**src/rtl/gb_cpu_common_pkg.sv**
```systemverilog
// Shared CPU types: flag bundle, sequential ALU opcodes, FSM states and Z policies.
package gb_cpu_common_pkg;

  typedef struct packed {
    logic z;
    logic n;
    logic h;
    logic c;
  } alu_flags_t;

  typedef enum logic [3:0] {
    SeqOpAdd,
    SeqOpAdc,
    SeqOpSub,
    SeqOpSbc,
    SeqOpAnd,
    SeqOpOr,
    SeqOpXor,
    SeqOpCp,
    SeqOpInc,
    SeqOpDec
  } seq_alu_op_t;

  typedef enum logic [1:0] {
    StIdle,
    StRun,
    StDone
  } seq_alu_state_t;

  localparam logic [1:0] ZmodeCalc = 2'd0;
  localparam logic [1:0] ZmodeKeep = 2'd1;
  localparam logic [1:0] ZmodeZero = 2'd2;

  // Ops that run through the subtractor and set N.
  function automatic logic op_is_sub(input seq_alu_op_t op);
    return (op == SeqOpSub) || (op == SeqOpSbc) || (op == SeqOpCp) || (op == SeqOpDec);
  endfunction

endpackage

```
**src/rtl/gb_cpu_alu_slice.sv**
```systemverilog
// Combinational one-slice ALU: add/sub with carry/borrow chaining plus bitwise logic.
// cout_o/half_o are carries for add ops and borrows for subtract ops.
module gb_cpu_alu_slice
  import gb_cpu_common_pkg::*;
#(
  parameter int unsigned SLICE_W = 8
) (
  input  seq_alu_op_t        op_i,
  input  logic [SLICE_W-1:0] a_i,
  input  logic [SLICE_W-1:0] b_i,
  input  logic               cin_i,
  output logic [SLICE_W-1:0] sum_o,
  output logic               cout_o,
  output logic               half_o
);

  logic               is_sub;
  logic [SLICE_W-1:0] b_eff;
  logic               c_eff;
  logic [SLICE_W:0]   full;
  logic [4:0]         nib;

  // Subtract is A + ~B + ~borrow_in; borrows are the inverted carries.
  assign is_sub = op_is_sub(op_i);
  assign b_eff  = is_sub ? ~b_i : b_i;
  assign c_eff  = is_sub ? ~cin_i : cin_i;
  assign full   = {1'b0, a_i} + {1'b0, b_eff} + (SLICE_W+1)'(c_eff);
  assign nib    = {1'b0, a_i[3:0]} + {1'b0, b_eff[3:0]} + 5'(c_eff);

  // Select arithmetic or logic result and the matching H/C contribution.
  always_comb begin
    sum_o  = full[SLICE_W-1:0];
    cout_o = full[SLICE_W] ^ is_sub;
    half_o = nib[4] ^ is_sub;
    case (op_i)
      SeqOpAnd: begin
        sum_o  = a_i & b_i;
        cout_o = 1'b0;
        half_o = 1'b1;
      end
      SeqOpOr: begin
        sum_o  = a_i | b_i;
        cout_o = 1'b0;
        half_o = 1'b0;
      end
      SeqOpXor: begin
        sum_o  = a_i ^ b_i;
        cout_o = 1'b0;
        half_o = 1'b0;
      end
      default: ;
    endcase
  end

endmodule

```
**src/rtl/gb_cpu_alu_seq.sv**
```systemverilog
// Multi-cycle slice-serial CPU ALU with valid/ready handshakes on both sides.
// One slice per RUN cycle, LSB first; the result is presented only in DONE.
module gb_cpu_alu_seq
  import gb_cpu_common_pkg::*;
#(
  parameter int unsigned DATA_W  = 16,
  parameter int unsigned SLICE_W = 8
) (
  input  logic                                 clk,
  input  logic                                 rst_n,
  input  logic                                 in_valid,
  output logic                                 in_ready,
  input  seq_alu_op_t                          op_i,
  input  logic [$clog2(DATA_W/SLICE_W):0]      len_i,
  input  logic [DATA_W-1:0]                    a_i,
  input  logic [DATA_W-1:0]                    b_i,
  input  logic [1:0]                           zmode_i,
  input  alu_flags_t                           flags_i,
  output logic                                 out_valid,
  input  logic                                 out_ready,
  output logic [DATA_W-1:0]                    result_o,
  output alu_flags_t                           flags_o
);

  localparam int unsigned NSLICE = DATA_W / SLICE_W;
  localparam int unsigned LenW   = $clog2(NSLICE) + 1;

  seq_alu_state_t    state_q, state_d;
  logic              rdy_q;
  seq_alu_op_t       op_q;
  logic [LenW-1:0]   len_q, idx_q, idx_d, len_eff;
  logic [DATA_W-1:0] a_q, b_q;
  logic [1:0]        zmode_q;
  alu_flags_t        flags_in_q;
  logic              carry_q, carry_d;
  logic              zacc_q, zacc_d;
  logic [DATA_W-1:0] result_q, result_d;
  alu_flags_t        flags_q, flags_d, final_flags;

  logic              accept, last;
  logic [31:0]       shamt;
  logic [SLICE_W-1:0] a_sl, b_sl, sl_sum, wr_sl;
  logic              sl_cin, sl_cout, sl_half, is_incdec, z_calc;

  assign accept    = in_valid && in_ready;
  assign in_ready  = rdy_q && (state_q == StIdle);
  assign out_valid = (state_q == StDone);
  assign result_o  = result_q;
  assign flags_o   = flags_q;

  // Length 0 behaves as 1; anything above NSLICE is clamped.
  always_comb begin
    len_eff = len_i;
    if (len_i == '0) begin
      len_eff = LenW'(1);
    end else if (len_i > LenW'(NSLICE)) begin
      len_eff = LenW'(NSLICE);
    end
  end

  // Pick the current slice operands and carry-in.
  assign is_incdec = (op_q == SeqOpInc) || (op_q == SeqOpDec);
  assign shamt     = 32'(idx_q) * SLICE_W;
  assign a_sl      = SLICE_W'(a_q >> shamt);
  assign last      = ((idx_q + LenW'(1)) == len_q);

  always_comb begin
    b_sl   = SLICE_W'(b_q >> shamt);
    sl_cin = carry_q;
    if (is_incdec) begin
      b_sl = (idx_q == '0) ? SLICE_W'(1) : '0;
    end
    if (idx_q == '0) begin
      sl_cin = ((op_q == SeqOpAdc) || (op_q == SeqOpSbc)) ? flags_in_q.c : 1'b0;
    end
  end

  gb_cpu_alu_slice #(
    .SLICE_W (SLICE_W)
  ) u_slice (
    .op_i   (op_q),
    .a_i    (a_sl),
    .b_i    (b_sl),
    .cin_i  (sl_cin),
    .sum_o  (sl_sum),
    .cout_o (sl_cout),
    .half_o (sl_half)
  );

  // CP writes A back but still derives Z from the difference.
  assign wr_sl  = (op_q == SeqOpCp) ? a_sl : sl_sum;
  assign z_calc = zacc_q && (sl_sum == '0);

  // Flags as seen after the final slice.
  always_comb begin
    final_flags.n = op_is_sub(op_q);
    final_flags.h = sl_half;
    final_flags.c = is_incdec ? flags_in_q.c : sl_cout;
    case (zmode_q)
      ZmodeKeep: final_flags.z = flags_in_q.z;
      ZmodeZero: final_flags.z = 1'b0;
      default:   final_flags.z = z_calc;
    endcase
    // Wide INC/DEC (register-pair step) leaves every flag untouched.
    if (is_incdec && (len_q > LenW'(1))) begin
      final_flags = flags_in_q;
    end
  end

  // FSM next state and accumulator update.
  always_comb begin
    state_d  = state_q;
    idx_d    = idx_q;
    carry_d  = carry_q;
    zacc_d   = zacc_q;
    result_d = result_q;
    flags_d  = flags_q;
    case (state_q)
      StIdle: begin
        if (accept) begin
          state_d  = StRun;
          idx_d    = '0;
          carry_d  = 1'b0;
          zacc_d   = 1'b1;
          result_d = '0;
        end
      end
      StRun: begin
        result_d = result_q | (DATA_W'(wr_sl) << shamt);
        carry_d  = sl_cout;
        zacc_d   = z_calc;
        idx_d    = idx_q + LenW'(1);
        if (last) begin
          state_d = StDone;
          flags_d = final_flags;
        end
      end
      StDone: begin
        if (out_ready) begin
          state_d = StIdle;
        end
      end
      default: state_d = StIdle;
    endcase
  end

  // Control and accumulator state.
  always_ff @(posedge clk or negedge rst_n) begin
    if (!rst_n) begin
      state_q  <= StIdle;
      rdy_q    <= 1'b0;
      idx_q    <= '0;
      carry_q  <= 1'b0;
      zacc_q   <= 1'b0;
      result_q <= '0;
      flags_q  <= '0;
    end else begin
      state_q  <= state_d;
      rdy_q    <= 1'b1;
      idx_q    <= idx_d;
      carry_q  <= carry_d;
      zacc_q   <= zacc_d;
      result_q <= result_d;
      flags_q  <= flags_d;
    end
  end

  // Request capture on acceptance; later input changes are ignored.
  always_ff @(posedge clk or negedge rst_n) begin
    if (!rst_n) begin
      op_q       <= SeqOpAdd;
      len_q      <= LenW'(1);
      a_q        <= '0;
      b_q        <= '0;
      zmode_q    <= ZmodeCalc;
      flags_in_q <= '0;
    end else if (accept) begin
      op_q       <= op_i;
      len_q      <= len_eff;
      a_q        <= a_i;
      b_q        <= b_i;
      zmode_q    <= zmode_i;
      flags_in_q <= flags_i;
    end
  end

endmodule

```
**config.mk**
```make
export PLATFORM = sky130hd
export DESIGN_NAME = gb_cpu_alu_seq
export DESIGN_NICKNAME = d
export VERILOG_FILES = /design/src/rtl/gb_cpu_common_pkg.sv /design/src/rtl/gb_cpu_alu_slice.sv /design/src/rtl/gb_cpu_alu_seq.sv
export SDC_FILE = /design/constraint.sdc
export NUM_CORES = 1
export LEC_CHECK = 0
export CAP_MARGIN = 20
export CORE_MARGIN = 2
export CORE_UTILIZATION = 54
export CTS_CLUSTER_DIAMETER = 120
export CTS_CLUSTER_SIZE = 30
export DETAILED_ROUTE_END_ITERATION = 8
export PLACE_DENSITY = 0.84
export SLEW_MARGIN = 40
export SYNTH_ARGS = -nofsm -noshare
export SYNTH_HDL_FRONTEND = slang
export SYNTH_SLANG_ARGS = --single-unit
```
**constraint.sdc**
```tcl
create_clock -name clk -period 4.6 [get_ports clk]
set_input_delay 1.15 -clock clk [delete_from_list [all_inputs] [get_ports clk]]
set_output_delay 1.15 -clock clk [all_outputs]
set_load 0.005 [all_outputs]
```
==> out/metrics.cfg <==
[outcome]
status = finished, final reports clean

[die]
die_height_um = 94.45
fp-row-count = 32
die_x_um = 94.45
start_util_pct = 56.59
die_area_mm2 = 0.008921
io_pins = 70
design.core.area_mm2 = 0.007807

[grt]
grt_max_degree = 46
grt_pass1_vias = 3799
grtUsageTotal_pct = 25.19
grt_remaining_overflow = 0
antenna_found_initial = 0
grt_pass1_wl_um = 17480

[route]
top_layer_used = met4
vias_per_cell = 5.553
avgRoutedWirePerCell_um = 15.24
drc = 0
dr.pass1.iters = 5
wl_met1_um = 4649
postRouteAntennaNets = 0
routed-via-count = 3765
first_iter_violations = 314
drt_wl_total_um = 10330
dr_wl_met3_um = 518
route.met2.wl_um = 4953

[place]
dp.cells = 662
dp_slack_ns = 0.9558
port_buffers = 68
gp_congestion = 0.8720
place_hpwl_um = 7626

[synth]
avgSynthCellArea_um2 = 8.562
yosys_warnings = 0
yosysUniqueCellTypes = 56
synth_enable_flop_cells = 0
syn_inst = 516
syn-num-nets = 591
synthArstFlopShare_pct = 100.0
syn-cell-area_mm2 = 0.004418
synthFlopType = dfrtp_1
yosysSeqAreaShare_pct = 40.24
synth_seq_cells = 71

[cells_and_area]
final_cell_mix = nand2_1 (149), dfrtp_1 (70), clkdlybuf4s50_1 (67)
area_growth_pct = 20.56
diodes = 0
drive_above_1_share_pct = 7.639
final_cells = 678
final_common_cell = nand2_1
finalNetCount = 646

[timing]
grt_setup_unrepaired = false
setup_viol_count_final = 0
layout_min_cycle_time_ns = 3.702
finalHoldViolCount = 0
max_freq_ghz = 0.2701
fin_worst_skew_ns = 0.01023
tns_ns = 0
period_share_pct = 80.48
relSlewSlack_pct = 53.02
slew_violations = 0
worst_slew_pin_slew_ns = 0.7032
setup_ws_ns = 0.8977

[clocking]
cts_tree = yes
ctsHoldBuffers = 0
numClockSinks = 71
postCtsSetupBuffers = 0
path_clk_slew_ns = 0.08
root_buffer = clkbuf_8
cts_made_buffers = 9
insertion_delay_ns = 0.36
clockBufferDepth = 2
htree_levels = 3
cts_resized = 0

[critical_path]
rr_startpoint = op_q[3]
crit_fanout = 11
crit_start = op_q[3]
rr_worst_depth = 13
startpoint_type = flip-flop
crit_slowest_cell = dfrtp_1
cpPeakStageDelay_ns = 0.49
r2r_end = result_o[14]
required_ns = 4.86
endpoint = result_o[14]
critPathArrivalTime_ns = 3.96
reg2reg_slack_ns = 0.90
setup.worst_path.class = flip-flop to flip-flop
crit_chain = nor3b_4 -> o21ai_2 -> nand2_2 -> xnor2_1 -> fa_1 -> inv_1 -> fa_1 -> nand3_1 -> and2_1 -> o21ai_2 -> o32ai_1 -> o31ai_1 -> a22o_1
endpoint_kind = flip-flop

[pwr]
powerDensity_mw_per_mm2 = 907.5
peakVddDrop_uv = 351.8
power.leakage_nw = 2.577

[hold_path]
hold_class = flip-flop to flip-flop
min_from = a_q[7]

[run]
cap_violations = 0

==> power by group <==
| part | internal, W | switching, W | total [W] |
|---|---|---|---|
| Combinational | 0.00133 | 0.00183 | 0.00316 |
| Sequential | 0.000902 | 0.000218 | 0.00112 |
| Clock | 0.000307 | 0.000248 | 0.000555 |
==> metal layers <==
metal  track usage [%]  vias up
met2             39.88      128
met1             34.90     1791
li1                  -     1824
met3             4.709       22
met5                 0        -
met4             8.816        0
==> area by class of cell <==
class	count	area [µm²]
flip-flops and latches	71	1778
inverters	31	116.4
fillers	620	2481
well taps	102	127.6
clock inverters	7	96.34
repair buffers	74	723.2
multi-input cells	384	2361
clock buffers	9	123.9
==> registers in the layout, indices dropped and copies added (netlist names) <==
| register | cells |
|---|---|
| rdy_q | 1 |
| zmode_q | 2 |
| carry_q | 1 |
| result_o | 16 |
| a_q | 16 |
| zacc_q | 1 |
| op_q | 4 |
| flags_in_q | 4 |
| len_q | 2 |
| flags_o | 4 |
| b_q | 16 |
| state_q | 2 |
| idx_q | 2 |
==> synthesized netlist by cell type, types with 3 or more instances <==
master / number / area (µm²)
a21o_1: 5 / 37.54
a21oi_1: 16 / 80.08
a221oi_1: 6 / 52.55
a221oi_2: 3 / 45.04
a22o_1: 6 / 52.55
buf_2: 9 / 45.04
buf_6: 5 / 56.30
clkbuf_1: 15 / 56.30
dfrtp_1: 70 / 1752
ha_1: 25 / 312.8
inv_1: 31 / 116.4
mux2_2: 3 / 33.78
mux2i_1: 19 / 190.2
nand2_1: 150 / 563.0
nand2b_1: 10 / 62.56
nand3_1: 8 / 40.04
nor2_1: 33 / 123.9
nor2b_1: 4 / 25.02
nor3b_1: 4 / 30.03
o21ai_0: 26 / 130.1
o21ai_1: 4 / 20.02
o22ai_1: 3 / 18.77
o31ai_1: 5 / 37.54
or3_1: 3 / 18.77
xnor2_1: 5 / 43.79
xor2_1: 9 / 78.83
==> logic make-up (layout without fill, tap and decap cells) <==
| family | Yosys count | in the layout | synth area share, % |
|---|---|---|---|
| fa+ha+maj | 27 | 27 | 7.986 |
| buf+inv | 61 | 121 | 6.372 |
| compound gates | 92 | 92 | 14.87 |
| xor+xnor | 14 | 14 | 2.775 |
| flops | 71 | 71 | 40.24 |
| mux | 23 | 23 | 5.409 |
| other cells | 1 | 1 | 0.08488 |
| simple gates | 227 | 227 | 22.26 |
==> worst max-delay path, delay by kind of cell, from the launching register on <==
family	cells	cell delay, ns
AO/OA/AOI/OAI	5	1.01
XOR/XNOR	1	0.20
adder cells (fa/ha/maj)	2	0.66
buffers and inverters	1	0.07
AND/OR/NAND/NOR	4	1.19
flip-flops	1	0.49
==> worst min-delay path by stage <==
stage                    endpoint  slack (ns)  cells after the start
floorplan           flags_in_q[2]        0.44                      2
global placement    flags_in_q[2]        0.46                      2
detailed placement  flags_in_q[2]        0.46                      2
CTS                 flags_in_q[2]        0.48                      2
global route               b_q[7]        0.50                      2
finish                     a_q[7]        0.47                      2
==> through the flow <==
stage / cell area [µm²] / power [W] / hold WS [ns] / util, %
after CTS: 5324 / 0.004821 / 0.4798 / 68.19
after floorplan: 4418 / 0.003476 / 0.4404 / -
after detailed placement: 5104 / 0.004245 / 0.4611 / 65.37
after global routing: 5326 / 0.005275 / 0.5004 / 68.22
final: 5326 / 0.004833 / 0.4744 / 68.22
after global placement: 5101 / 0.004109 / 0.4578 / 65.34
No activity file was read; power rests on OpenSTA's default activity.
